## src/rtl/yc_cvbs_mix.sv

```systemverilog
// Y/C to composite mixer: three-stage scale/sum/clip pipeline with a sync-tip and
// back-porch FSM, S-Video bypass, and a per-field line counter.
module yc_cvbs_mix #(
  parameter logic [7:0] SYNC_LEVEL  = 8'd0,
  parameter logic [7:0] BLANK_LEVEL = 8'd64,
  parameter logic [8:0] Y_GAIN      = 9'd192,
  parameter logic [8:0] C_GAIN      = 9'd256,
  parameter logic [8:0] BP_LEN      = 9'd260
) (
  input  logic        clk,
  input  logic        reset_n,
  input  logic        ce,
  input  logic        CVBS_EN,
  input  logic [23:0] din,
  input  logic        hsync,
  input  logic        vsync,
  input  logic        csync,
  output logic [23:0] dout,
  output logic        hsync_o,
  output logic        vsync_o,
  output logic        csync_o,
  output logic [9:0]  line_cnt,
  output logic        odd_line
);

  typedef enum logic [1:0] {S_WAIT, S_SYNC, S_PORCH, S_ACTIVE} state_t;

  // syncs are carried as {hsync, vsync, csync}
  logic [16:0]        y_m_q, y_m_d;
  logic signed [17:0] c_m_q, c_m_d;
  logic signed [9:0]  c_off;
  logic [23:0]        din1_q, din2_q, dout_q, dout_d;
  logic [2:0]         sync1_q, sync2_q, sync3_q;
  logic [10:0]        sum_q, sum_d;
  logic signed [9:0]  cs_q, cs_d;
  logic [10:0]        porch_sum;
  state_t             state_q, state_d;
  logic [8:0]         pcnt_q, pcnt_d;
  logic               mode_q, mode_d;
  logic [9:0]         lcnt_q, lcnt_d;
  logic               c_rise, v_rise;
  logic [7:0]         cvbs;

  function automatic logic [7:0] clip8(input logic [10:0] v);
    if (v[10])           return 8'd0;
    else if (v[9:8] != 2'b00) return 8'd255;
    else                 return v[7:0];
  endfunction

  assign c_off = $signed({2'b00, din[23:16]}) - 10'sd128;
  assign y_m_d = din[15:8] * Y_GAIN;
  assign c_m_d = c_off * $signed({1'b0, C_GAIN});

  assign cs_d  = 10'(c_m_q >>> 8);
  assign sum_d = {3'b000, BLANK_LEVEL} + {3'b000, 8'(y_m_q >> 8)} + {cs_d[9], cs_d};

  assign porch_sum = {3'b000, BLANK_LEVEL} + {cs_q[9], cs_q};

  // sync3_q doubles as the previous value of the stage-2 syncs for edge detect
  assign c_rise = sync2_q[0] & ~sync3_q[0];
  assign v_rise = sync2_q[1] & ~sync3_q[1];

  always_comb begin
    state_d = state_q;
    pcnt_d  = pcnt_q;
    mode_d  = mode_q;
    case (state_q)
      S_WAIT: begin
        mode_d = CVBS_EN;
        if (c_rise) state_d = S_SYNC;
      end
      S_SYNC: begin
        if (!sync2_q[0]) begin
          state_d = S_PORCH;
          pcnt_d  = 9'd0;
        end
      end
      S_PORCH: begin
        if (c_rise)                          state_d = S_SYNC;
        else if (pcnt_q == 9'(BP_LEN - 9'd1)) state_d = S_ACTIVE;
        else                                 pcnt_d  = pcnt_q + 9'd1;
      end
      S_ACTIVE: begin
        if (c_rise) state_d = S_SYNC;
      end
      default: state_d = S_WAIT;
    endcase
    if (c_rise) mode_d = CVBS_EN;
  end

  // output selection follows the next state so it lines up with the S3 sample
  always_comb begin
    cvbs = BLANK_LEVEL;
    case (state_d)
      S_SYNC:   cvbs = SYNC_LEVEL;
      S_PORCH:  cvbs = clip8(porch_sum);
      S_ACTIVE: cvbs = clip8(sum_q);
      default:  cvbs = BLANK_LEVEL;
    endcase
    dout_d = mode_d ? {8'd128, cvbs, 8'd0} : din2_q;
  end

  always_comb begin
    lcnt_d = lcnt_q;
    if (v_rise)                          lcnt_d = 10'd0;
    else if (c_rise && lcnt_q != 10'd1023) lcnt_d = lcnt_q + 10'd1;
  end

  always_ff @(posedge clk) begin
    if (!reset_n) begin
      y_m_q   <= '0;
      c_m_q   <= '0;
      din1_q  <= '0;
      din2_q  <= '0;
      dout_q  <= '0;
      sync1_q <= '0;
      sync2_q <= '0;
      sync3_q <= '0;
      sum_q   <= '0;
      cs_q    <= '0;
      state_q <= S_WAIT;
      pcnt_q  <= '0;
      mode_q  <= 1'b0;
      lcnt_q  <= '0;
    end else if (ce) begin
      y_m_q   <= y_m_d;
      c_m_q   <= c_m_d;
      din1_q  <= din;
      sync1_q <= {hsync, vsync, csync};
      sum_q   <= sum_d;
      cs_q    <= cs_d;
      din2_q  <= din1_q;
      sync2_q <= sync1_q;
      dout_q  <= dout_d;
      sync3_q <= sync2_q;
      state_q <= state_d;
      pcnt_q  <= pcnt_d;
      mode_q  <= mode_d;
      lcnt_q  <= lcnt_d;
    end
  end

  assign dout     = dout_q;
  assign hsync_o  = sync3_q[2];
  assign vsync_o  = sync3_q[1];
  assign csync_o  = sync3_q[0];
  assign line_cnt = lcnt_q;
  assign odd_line = lcnt_q[0];

endmodule

```

## config.mk

```make
export PLATFORM = sky130hd
export DESIGN_NAME = yc_cvbs_mix
export DESIGN_NICKNAME = d
export VERILOG_FILES = /design/src/rtl/yc_cvbs_mix.sv
export SDC_FILE = /design/constraint.sdc
export NUM_CORES = 1
export LEC_CHECK = 0
export ABC_AREA = 1
export BUFFER_PORTS_ARGS = -buffer_cell sky130_fd_sc_hd__buf_2
export CAP_MARGIN = 20
export CORE_ASPECT_RATIO = 2
export CORE_UTILIZATION = 25
export DETAILED_ROUTE_END_ITERATION = 6
export PLACE_DENSITY = 0.38
export SYNTH_ARGS = -nofsm -noshare
export SYNTH_HDL_FRONTEND = slang
export SYNTH_SLANG_ARGS = --single-unit
```

## constraint.sdc

```tcl
create_clock -name clk -period 3.8 [get_ports clk]
set_input_delay 0.57 -clock clk [delete_from_list [all_inputs] [get_ports clk]]
set_output_delay 0.57 -clock clk [all_outputs]
set_load 0.02 [all_outputs]
```

==> results.md, run 1 <==
* Worst path required time at a little over 4 ns
* Final setup fails at 0
* Ports at a little under 70
* Post-synthesis cell area at between 0.005 and 0.006 mm²
* Ant diodes at 0
* Max IR drop VDD at 0.268 mV
* Routed Antenna Nets at 0
* Leak at 3.31 nW
* Setup TNS at 0 ns
* Die height at around 220 µm
* # resized after CTS at 0
* Clock Skews at ~0.0063 ns
* Top FF cell, synth: dfxtp_1
* Post-CTS Hold Fix Bufs at 0
* # clock sinks at 124
* Routed WL per cell at around 15 µm
* Crit Path Max Fanout at 3
* Register area share after synthesis at 0.421
* Syn Nets at between 800 and 900
* Worst setup SP type: flop
* Sequential cell area at 0.00248 mm²
* Area of the multi-input gates at approximately 0.0028 mm²
* Dpl hpwl at 12.4 mm
* Grt ovf at 0
* Hold/Removal Path Class: primary input to flop
* Via count at around 5000
* Pre-antenna DRT Iters at 4
* Gate Count Post-Synth at between 700 and 800
* Port bufs at 68
* Inserted Clock Buffers at 17
* Critical Path Max Stage Delay at 0.43 ns
* CP endpoint kind: flop
* Crit path DAT at 2.59 ns
* H-tree lvl count at 4
* Final wirelength at about 17 mm
* Core area at roughly 0.023 mm²
* Largest net degree at the start of global routing at slightly above 80
* Top delay family on crit path: adder cells
* Ratio of cells with drive above 1 in the final layout at 0.147
* Setup Fix Bufs, Post-CTS at 0
* Rel. slew slack at 0.440
* GPL Wtd Cong at 0.807
* Power per standard cell area at approximately 520 mW/mm²
* Die width at 111 µm
* Initial antenna violation count at 0
* Fin. Hold Viols at 0
* Vias in the first global route at 4963
* Initial core utilization at 0.254
* Area growth, synth to finish at 20.3%
* Iteration-0 DRC count of the detailed router at ~250
* Crit path max-delay cell type: fa_1
* Status: complete, no violations
* Gr usage total at 0.147
* Register bit count reported by yosys at approximately 120
* Post-synth EDFFs at 0
* Unrepaired setup endpoints after global routing: false
* Nets at approximately 900
* Fillcell total at roughly 2600
* Clk buf depth at 2
* Root buf cell: clkbuf_16
* DR vias/cell at ~4.5
* First-pass GRT wire length at ~27 mm
* Clock transition at the registers of the reported paths at 0.06 ns
* Critical path buffer and inverter count at 2
* CP cell instances: ha_1 -> inv_1 -> fa_1 -> o21ai_1 -> nand2_1 -> nand2_1 -> a21oi_1 -> o21ai_1 -> nand2_1 -> nand2_1 -> nand2_1 -> inv_1 -> nor2_1
* Async set-or-reset flop fraction in the synthesized netlist at 0
* Setup ws final at about 1.5 ns
* Fmax at 0.440 GHz
* Placement Rows at between 70 and 80
* Max Slew Vio Count at 0
* Slew at the pin with the worst max-slew slack at approximately 0.83 ns
* Synth cell types at 41
* CP Class: flop to flop
* Placed Area at 0.00645 mm²
* Final Cycle Share at 0.598
* DRC at 0
* Worst skew pair latency at about 0.42 ns
* Syn_area_per_cell at roughly 7.4 µm²
* Synth warnings at 0
* Fin crit period at 2.27 ns
* Setup WS pre-CTS at ~1.2 ns
* Max Cap Violations at 0
* Die footprint at ~0.024 mm²
* Worst path most repeated cell: nand2_1
* CTS tree: yes
* Design Area, Final at approximately 0.007 mm²
-- registers in the layout, summed over array words and instances (netlist names), 8 cells and up --
name,cells
dout,24
sum_q,11
line_cnt,10
din1_q,24
pcnt_q,9
din2_q,24
y_m_q,8
-- cells in the final DEF (no fill, tap or decap), types with 4 or more instances in the layout --
cell       synthesis  final
o21ai_1            4      4
inv_1            113    113
clkbuf_16          0     17
bufinv_16          0      5
buf_2              3     67
clkinv_2           1      6
o21ai_0           96     96
nand2_1           96     96
nand4_1           12     12
xnor2_1            5      5
nor2_1            97     97
xor2_1            10     10
a21oi_1           89     89
ha_1              25     25
nor3_1             8      8
nor3b_1            4      4
buf_4              5      7
nand3_1           18     18
dfxtp_1          124    124
o2111ai_1         14     14
a21oi_2            4      4
-- through the flow --
step                      utilization  hold WS (ns)  cells  power, mW
after floorplan                     -         0.429    793       1.78
after global placement          0.278         0.443   1108       1.93
after detailed placement        0.278         0.451   1108       1.94
after CTS                       0.305         0.331   1140       3.75
after global routing            0.305         0.344   1140       3.87
final                           0.305         0.355   1140       3.68
-- cell type report --
type / instances / area share
Multi-Input combinational cell: 510 / 0.393
Sequential cell: 124 / 0.350
Clock buffer: 20 / 0.0630
Inverter: 117 / 0.0623
Timing Repair Buffer: 74 / 0.0547
Tap cell: 283 / 0.0499
Clock inverter: 12 / 0.0274
-- per-layer routing --
metal	part of all wire	vias up	track usage
met4	0.023	0	0.0609
met5	0	-	0
met3	0.022	23	0.0337
met2	0.58	70	0.294
li1	-	2695	-
met1	0.38	2320	0.142
-- logic make-up (layout without fill, tap and decap cells) --
kind of cell | Yosys count | count (layout) | synth area share
compound gates | 218 | 218 | 0.202
xor+xnor | 15 | 15 | 0.0223
fa+ha+maj | 27 | 27 | 0.0599
buf+inv | 159 | 223 | 0.107
flops | 124 | 124 | 0.421
mux | 1 | 1 | 0.00255
simple gates | 249 | 249 | 0.186
-- cells in the mapped netlist (4+ instances only) --
cell / count / share of area
o21ai_1: 4 / 0.0034
xnor2_1: 5 / 0.0074
a21oi_1: 89 / 0.076
buf_4: 5 / 0.0064
xor2_1: 10 / 0.015
nor3_1: 8 / 0.0068
o21ai_0: 96 / 0.082
dfxtp_1: 124 / 0.42
inv_1: 113 / 0.072
a21oi_2: 4 / 0.0059
o2111ai_1: 14 / 0.021
nand3_1: 18 / 0.015
nand4_1: 12 / 0.013
clkbuf_1: 30 / 0.019
nor2_1: 97 / 0.062
nand2_1: 96 / 0.061
ha_1: 25 / 0.053
nor3b_1: 4 / 0.0051
-- path summary, 6_finish.rpt --
check | depth (start not counted) | from | end | slack, ns
setup / recovery | 13 | din1_q[16] | sum_q[10] | 1.53
hold reg to reg | 2 | din2_q[4] | din2_q[4] | 0.45
hold / removal | 2 | din[23] | c_m_q[15] | 0.35
setup reg to reg | 13 | din1_q[16] | sum_q[10] | 1.53
-- power by group --
group          switching [mW]  total (mW)  internal [mW]
Sequential             0.0494        1.43           1.38
Combinational           0.306       0.461          0.156
Clock                   0.610        1.79           1.18
Total                   0.966        3.68           2.72
-- worst reg2reg max path: stages (launching register included) --
cell     delay [ns]
dfxtp_1        0.38
ha_1           0.25
inv_1          0.09
fa_1           0.43
o21ai_1        0.22
nand2_1        0.08
nand2_1        0.09
a21oi_1        0.11
o21ai_1        0.23
nand2_1        0.10
nand2_1        0.07
nand2_1        0.04
inv_1          0.04
nor2_1         0.03
(Power assumes the default switching activity.)
==> run 2, diff against run 1 <==
--- a/config.mk
+++ b/config.mk
@@ -5,13 +5,13 @@
 export SDC_FILE = /design/constraint.sdc
 export NUM_CORES = 1
 export LEC_CHECK = 0
-export ABC_AREA = 1
+export ABC_AREA = 0
 export BUFFER_PORTS_ARGS = -buffer_cell sky130_fd_sc_hd__buf_2
 export CAP_MARGIN = 20
 export CORE_ASPECT_RATIO = 2
 export CORE_UTILIZATION = 25
 export DETAILED_ROUTE_END_ITERATION = 6
-export PLACE_DENSITY = 0.38
+export PLACE_DENSITY = 0.39
 export SYNTH_ARGS = -nofsm -noshare
 export SYNTH_HDL_FRONTEND = slang
 export SYNTH_SLANG_ARGS = --single-unit
==> constraint.sdc (replaced) <==
create_clock -name clk -period 1.9 [get_ports clk]
set_input_delay 0.285 -clock clk [delete_from_list [all_inputs] [get_ports clk]]
set_output_delay 0.285 -clock clk [all_outputs]
set_load 0.02 [all_outputs]
==> run 2 against run 1 <==
Effect of this change:
- the flow now finishes with violations (negative setup slack)
- global-route usage shrank 0.49 points
- power grew 91%
- non-clock buffer count grew 68
==> results.md, run 2 <==
* Top delay family on crit path: simple AND/OR/NAND/NOR gates
* Top post-synthesis cells by area: dfxtp_1 (42%), mux2i_1 (14%), nor2b_1 (8.1%), ha_1 (5.3%), nor2_1 (3.2%)
* Max Slew Vio Count at 0 (unchanged)
* Die height at 219 µm (-0.15%)
* CP Class: flop to flop
* Mux contribution to synthesized area at 0.138 (+0.135)
* Routed Antenna Nets at 0 (unchanged)
* Gate Count Post-Synth at 621 (-22%)
* Pre-antenna DRT Iters at 4 (unchanged)
* H-tree lvl count at 4 (unchanged)
* Crit Path Max Fanout at 3 (unchanged)
* Synth Area in Simple Gates at 0.197 (+0.0116)
* Failing checks: negative setup slack
* Critical Path Max Stage Delay at 0.43 ns (about the same)
* Syn_area_per_cell at 9.46 µm² (+27%)
* Crit path DAT at 2.38 ns (-0.21 ns)
* Most frequent cells in the layout: dfxtp_1 (113), mux2i_1 (81), nor2b_1 (73), buf_2 (67), buf_4 (66)
* Syn Nets at 679 (-20%)
* CP cell instances: ha_4 -> ha_4 -> or4_4 -> o221a_4 -> or3_1 -> a32o_1
* Iteration-0 DRC count of the detailed router at 196 (-21%)
* Fmax at 0.484 GHz (+10%)
* Fin. Hold Viols at 0 (unchanged)
* Grt ovf at 0 (unchanged)
* DRC at 0 (unchanged)
* Synth warnings at 0 (unchanged)
* Fillcell total at 2412 (-5.7%)
* GPL Wtd Cong at 0.862 (+6.8%)
* Gr usage total at 0.142 (-0.00486)
* # clock sinks at 124 (unchanged)
* Post-Synth Adder-Cell Area at 0.0600 (+0.000178)
* Async set-or-reset flop fraction in the synthesized netlist at 0 (unchanged)
* Via count at 4765 (-6.7%)
* Area growth, synth to finish at 37.8%
* Status: complete, but fails checks
* Post-synth EDFFs at 0 (unchanged)
* Clock Skews at 0.00462 ns (-0.00169 ns)
* Max IR drop VDD at 0.578 mV (+120%)
* Initial antenna violation count at 0 (unchanged)
* Power per standard cell area at 867 mW/mm² (+67%)
* Inserted Clock Buffers at 17 (unchanged)
* Setup ws final at -0.167 ns (-1.69 ns)
* Initial core utilization at 0.254 (+0.000327)
* Synth Area in Compound Gates at 0.111 (-0.0909)
* Clk buf depth at 2 (unchanged)
* Synth cell types at 53 (+29%)
* Setup TNS at -0.410 ns (-0.410 ns)
* Port bufs at 68 (unchanged)
* Slew at the pin with the worst max-slew slack at 0.674 ns (-0.156 ns)
* First-pass GRT wire length at 26.0 mm (-3.6%)
* Worst path required time at 2.22 ns (-1.90 ns)
* Dpl hpwl at 12.2 mm (-1.6%)
* CTS tree: yes
* Vias in the first global route at 4878 (-1.7%)
* Setup slack, reg-to-reg at -0.17 ns (-1.69 ns)
* Ports at 69 (unchanged)
* Synth area leader: dfxtp_1
* Xor-xnor portion of the synthesized cell area at 0.0328 (+0.0105)
* Die width at 110 µm (-0.14%)
* Worst path most repeated cell: ha_4
* Nets at 807 (-11%)
* Post-synthesis cell area at 0.00588 mm² (-0.30%)
* Final wirelength at 16.7 mm (-2.4%)
* Top FF cell, synth: dfxtp_1
* Top-count cell post-synth: dfxtp_1
* Final Cycle Share at 1.09 (+0.489)
* Largest family of logic cells by synthesized area: simple AND/OR/NAND/NOR gates
* Worst setup SP type: flop
* Register area share after synthesis at 0.422 (+0.00126)
* Share of the synthesized area in the top cell type at 0.422 (+0.00126)
* Total power at 7.02 mW (+91%)
* Clock transition at the registers of the reported paths at 0.06 ns (about the same)
* Leak at 3.48 nW (+5.0%)
* Placement Rows at 79 (unchanged)
* Largest net degree at the start of global routing at 59 (-29%)
* Ant diodes at 0 (unchanged)
* Routed WL per cell at 16.0 µm (+6.5%)
* Most common cell after layout, fill and taps aside: dfxtp_1
* DR vias/cell at 4.56 (+1.8%)
* Unrepaired setup endpoints after global routing: true
* Register bit count reported by yosys at 124 (unchanged)
* Fin crit period at 2.07 ns (-0.207 ns)
* Root buf cell: clkbuf_16
* Hold/Removal Path Class: primary input to flop
* Die footprint at 0.0242 mm² (-0.29%)
* Fin util at 0.350 (+0.0449)
* Worst skew pair latency at 0.43 ns (about the same)
* Rel. slew slack at 0.550 (+0.110)
* Final setup fails at 10 (+10)
* Crit path max-delay cell type: or4_4
* CP endpoint kind: flop
* Synth cell count leaders: dfxtp_1 (124), mux2i_1 (81), nor2b_1 (76), nor2_1 (50), o21ai_0 (30)
* Critical path buffer and inverter count at 0 (-2)
* Max Cap Violations at 0 (unchanged)
* Core area at 0.0231 mm² (-0.43%)
* Ratio of cells with drive above 1 in the final layout at 0.323 (+0.176)
[run 2: cell count changes after synthesis, sizes merged, moves of 14 or more]
cell,previous run,this run
mux2i,0,81
nand2,100,27
inv,116,24
nor2,100,50
nor2b,0,76
a21oi,93,10
o21ai,102,32
o2111ai,14,0
[run 2: kinds of logic (layout without fill, tap and decap cells)]
group           count (synthesis)  in the layout
fa+ha+maj                      27             27
xor+xnor                       22             22
compound gates                 96             96
simple gates                  214            214
flops                         124            124
buf+inv                        57            198
mux                            81             81
[run 2: worst min-delay path, cell delays in order]
cell	delay, ns
buf_2	0.07
mux2i_1	0.05
nor2b_1	0.09
[run 2: power by group]
| part | leakage [nW] | switching, mW | internal, mW |
|---|---|---|---|
| Combinational | 2.19 | 0.543 | 0.510 |
| Clock | 0.273 | 1.21 | 1.95 |
| Sequential | 1.02 | 0.0861 | 2.72 |
| Total | 3.48 | 1.84 | 5.18 |
[run 2: path summary, 6_finish.rpt]
check,startpoint,to,depth (start not counted)
worst min register to register,sum_q[9],sum_q[9],2
worst max register to register,y_m_q[14],sum_q[10],6
worst min-delay path,din[19],din1_q[19],3
worst max-delay path,y_m_q[14],sum_q[10],6
[run 2: layout make-up]
class                      instances  area (µm²)  share of cell area
multi-input combinational        440        3610               0.445
clock inverter                    11         120              0.0148
clock buffer                      21         450              0.0556
timing repair buffer             142         971               0.120
tap                              283         354              0.0437
sequential                       124        2500               0.309
inverter                          24        95.1              0.0117
[run 2: layer usage]
layer / vias to the layer above / GRT usage / share of wire
met2: 68 / 0.274 / 0.56
met1: 2253 / 0.133 / 0.37
met3: 31 / 0.0359 / 0.028
met5: - / 0 / 0
li1: 2413 / - / -
met4: 0 / 0.0876 / 0.045
[run 2: timing repair]
| action | in CTS | in global routing |
|---|---|---|
| gates resized for setup | 63 | 39 |
| endpoints found under the setup margin | 18 | 27 |
| setup buffers | 11 | 7 |
| pin swaps | 21 | 30 |
| cloned | 1 | 0 |
| hold buffers | 0 | 0 |
[run 2: metrics by stage]
step	setup slack, ns	hold WS [ns]	instance area [µm²]	instances
after global routing	-0.227	0.112	8100	1045
after CTS	-0.169	0.0951	7930	1042
final	-0.167	0.115	8100	1045
after global placement	-0.210	0.432	6930	998
after floorplan	-0.163	0.417	5900	621
after detailed placement	-0.262	0.438	6930	998
==> run 3, diff against run 2 <==
--- a/config.mk
+++ b/config.mk
@@ -5,7 +5,7 @@
 export SDC_FILE = /design/constraint.sdc
 export NUM_CORES = 1
 export LEC_CHECK = 0
-export ABC_AREA = 0
+export ABC_AREA = 1
 export BUFFER_PORTS_ARGS = -buffer_cell sky130_fd_sc_hd__buf_2
 export CAP_MARGIN = 20
 export CORE_ASPECT_RATIO = 2
==> run 3 against run 2 <==
Effect of this change:
- the run now ends clean
- utilization fell by 2.9 points
- maximum frequency grew 14%
- global-route usage is 0.29 points higher
- worst hold slack lost 0.036 ns
- register-to-register slack better by 0.26 ns
- sequential power rose by 3%
- via count is 10% higher
- clock-buffer cell count decreased by 2
- largest power group unchanged
- combinational power barely moved
- flip-flop and latch count unchanged
- critical path depth rose by 7
- first-iteration DRC count is 5.1% lower
==> results.md, run 3 (same netlist as run 1, synthesis figures left out) <==
* Status: complete, no violations
* Rel. slew slack at 0.570 (+0.0195)
* Final setup fails at 0 (-10)
* Crit path max-delay cell type: fa_2
* Crit path DAT at 2.13 ns (-0.25 ns)
* Power per standard cell area at 976 mW/mm² (+13%)
* CP endpoint kind: flop
* CTS tree: yes
* Hold/Removal Path Class: primary input to flop
* RR Endpoint: sum_q[10]
* Critical R2R Launch: y_m_q[8]
* Top delay family on crit path: adder cells
* Die footprint at 0.0242 mm² (+0.29%)
* Setup TNS at 0 ns (+0.410 ns)
* Ant diodes at 0 (unchanged)
* CP Class: flop to flop
* Internal power at 5.35 mW (+3.2%)
* Die width at 111 µm (+0.14%)
* Area growth, synth to finish at 26.7%
* Port bufs at 68 (unchanged)
* Most common cell after layout, fill and taps aside: dfxtp_1
* Gr usage total at 0.145 (+0.00294)
* CP cell instances: ha_4 -> inv_2 -> fa_2 -> o21ai_2 -> nand2_1 -> nand2_1 -> a21oi_2 -> o21ai_2 -> nand2_1 -> nand2_1 -> nand2_1 -> inv_1 -> nor2_1
* Area of the multi-input gates at 0.00287 mm² (-20%)
* Clock transition at the registers of the reported paths at 0.06 ns (about the same)
* Proportion of power drawn by combinational gates at 0.143 (-0.007)
* Worst path depth at 13 (+7)
* Worst setup SP type: flop
* Unrepaired setup endpoints after global routing: true
* Clock Skews at 0.00721 ns (+0.00258 ns)
* Routed Antenna Nets at 0 (unchanged)
* Inserted Clock Buffers at 17 (unchanged)
* Layout Cells excl Fill at 1177 (+13%)
* Fin. Hold Viols at 0 (unchanged)
* Flop pwr share at 0.393 (-0.007)
* GPL Wtd Cong at 0.784 (-9.1%)
* Ports at 69 (unchanged)
* Sw Pwr at 1.94 mW (+5.8%)
* Placement Rows at 79 (unchanged)
* Crit Path Max Fanout at 3 (unchanged)
* Total power at 7.29 mW (+3.9%)
* Hold slack at 0.0795 ns (-0.0356 ns)
* Worst path required time at 2.22 ns (about the same)
* Core area at 0.0232 mm² (+0.43%)
* Worst path most repeated cell: nand2_1
* Max Cap Violations at 0 (unchanged)
* Worst Hold Launch: din[23]
* Most frequent cells in the layout: dfxtp_1 (118), inv_1 (110), o21ai_0 (95), nor2_1 (94), nand2_1 (92)
* Fmax at 0.552 GHz (+14%)
* Clock power share at 0.464 (+0.014)
* Largest net degree at the start of global routing at 112 (+90%)
* Switch share at 0.266 (+0.00483)
* Initial antenna violation count at 0 (unchanged)
* Sequential cell area at 0.00249 mm² (-0.35%)
* Hold Crit Depth at 2 (-1)
* Grt ovf at 0 (unchanged)
* Fin util at 0.321 (-0.0286)
* Setup ws final at 0.0900 ns (+0.257 ns)
* DR vias/cell at 4.45 (-2.3%)
* # clock sinks at 124 (unchanged)
* Slew at the pin with the worst max-slew slack at 0.637 ns (-0.0364 ns)
* Final Cycle Share at 0.953 (-0.135)
* Die height at 219 µm (+0.15%)
* First-pass GRT wire length at 27.0 mm (+3.9%)
* Worst skew pair latency at 0.43 ns (about the same)
* Design Area, Final at 0.00747 mm² (-7.8%)
* Final wirelength at 17.0 mm (+1.9%)
* Routed WL per cell at 14.5 µm (-9.6%)
* DRC at 0 (unchanged)
* Placed cells at 1143 (+15%)
* Iteration-0 DRC count of the detailed router at 186 (-5.1%)
* Setup slack, reg-to-reg at 0.09 ns (+0.26 ns)
* H-tree lvl count at 4 (unchanged)
* Root buf cell: clkbuf_16
* Setup WS pre-CTS at -0.127 ns (+0.135 ns)
* Dpl hpwl at 12.5 mm (+2.4%)
* Fin crit period at 1.81 ns (-0.257 ns)
* Pre-antenna DRT Iters at 4 (unchanged)
* Critical path buffer and inverter count at 2 (+2)
* Placed Area at 0.00674 mm² (-2.8%)
* Critical Path Max Stage Delay at 0.37 ns (-0.06 ns)
* Clk buf depth at 2 (unchanged)
* Fillcell total at 2543 (+5.4%)
* R2r worst-path depth at 13 (+7)
* Initial core utilization at 0.254 (-0.000327)
* Max IR drop VDD at 0.638 mV (+10%)
* Via count at 5242 (+10%)
* Leak at 3.49 nW (+0.42%)
* Max Slew Vio Count at 0 (unchanged)
* Vias in the first global route at 5214 (+6.9%)
* Nets at 940 (+16%)
* Ratio of cells with drive above 1 in the final layout at 0.213 (-0.110)
* Hold endpoint: c_m_q[15]
==> run 3: changes by cell type in the layout (fill, tap and decap cells not counted), sizes merged, moves of 70 or more <==
| cell | before | now |
|---|---|---|
| a21oi | 10 | 93 |
| o21ai | 32 | 102 |
| inv | 24 | 115 |
| mux2i | 81 | 0 |
| nor2b | 76 | 0 |
| nand2 | 27 | 100 |
==> run 3: worst max path at each step <==
stage | from | to | slack [ns]
6_report | y_m_q[8] | sum_q[10] | 0.09
5_1_grt | y_m_q[8] | sum_q[10] | -0.02
4_1_cts | y_m_q[8] | sum_q[10] | 0.006
3_5_place_dp | din1_q[16] | sum_q[10] | -0.13
3_3_place_gp | din1_q[16] | sum_q[10] | -0.12
2_1_floorplan | din1_q[16] | sum_q[10] | 0.04
==> run 3: timing repair <==
item / in CTS / in global routing
buffers inserted: 0 / 3
gates resized for setup: 5 / 30
pin swaps: 2 / 10
hold buffers: 0 / 0
setup endpoints to repair: 3 / 38
==> run 3: cell type report <==
type	instances	area share
clock buffer	19	0.0580
clock inverter	12	0.0231
inverter	117	0.0591
multi-input combinational	510	0.384
sequential	124	0.334
tap	283	0.0474
timing repair buffer	112	0.0945
==> run 3: power groups by stage <==
stage	clock (mW)	combinational, mW	sequential, mW
final	3.38	1.04	2.87
after CTS	3.48	1.04	2.87
after global routing	3.58	1.18	2.89
after detailed placement	0	1.03	2.92
after floorplan	0	0.631	2.94
after global placement	0	1.04	2.92
==> run 3: layer usage <==
layer	track usage	vias to the layer above	part of all wire
li1	-	2769	-
met3	0.0293	24	0.022
met1	0.136	2388	0.37
met4	0.0702	0	0.030
met5	0	-	0
met2	0.293	61	0.57
==> run 3: worst register-to-register path, delay by kind of cell, from the launching register on <==
kind / cells / cell delay (ns)
AOI/OAI and AO/OA: 3 / 0.39
adders and majority gates: 2 / 0.51
buffers and inverters: 2 / 0.09
DFF: 1 / 0.35
and+or+nand+nor: 6 / 0.38
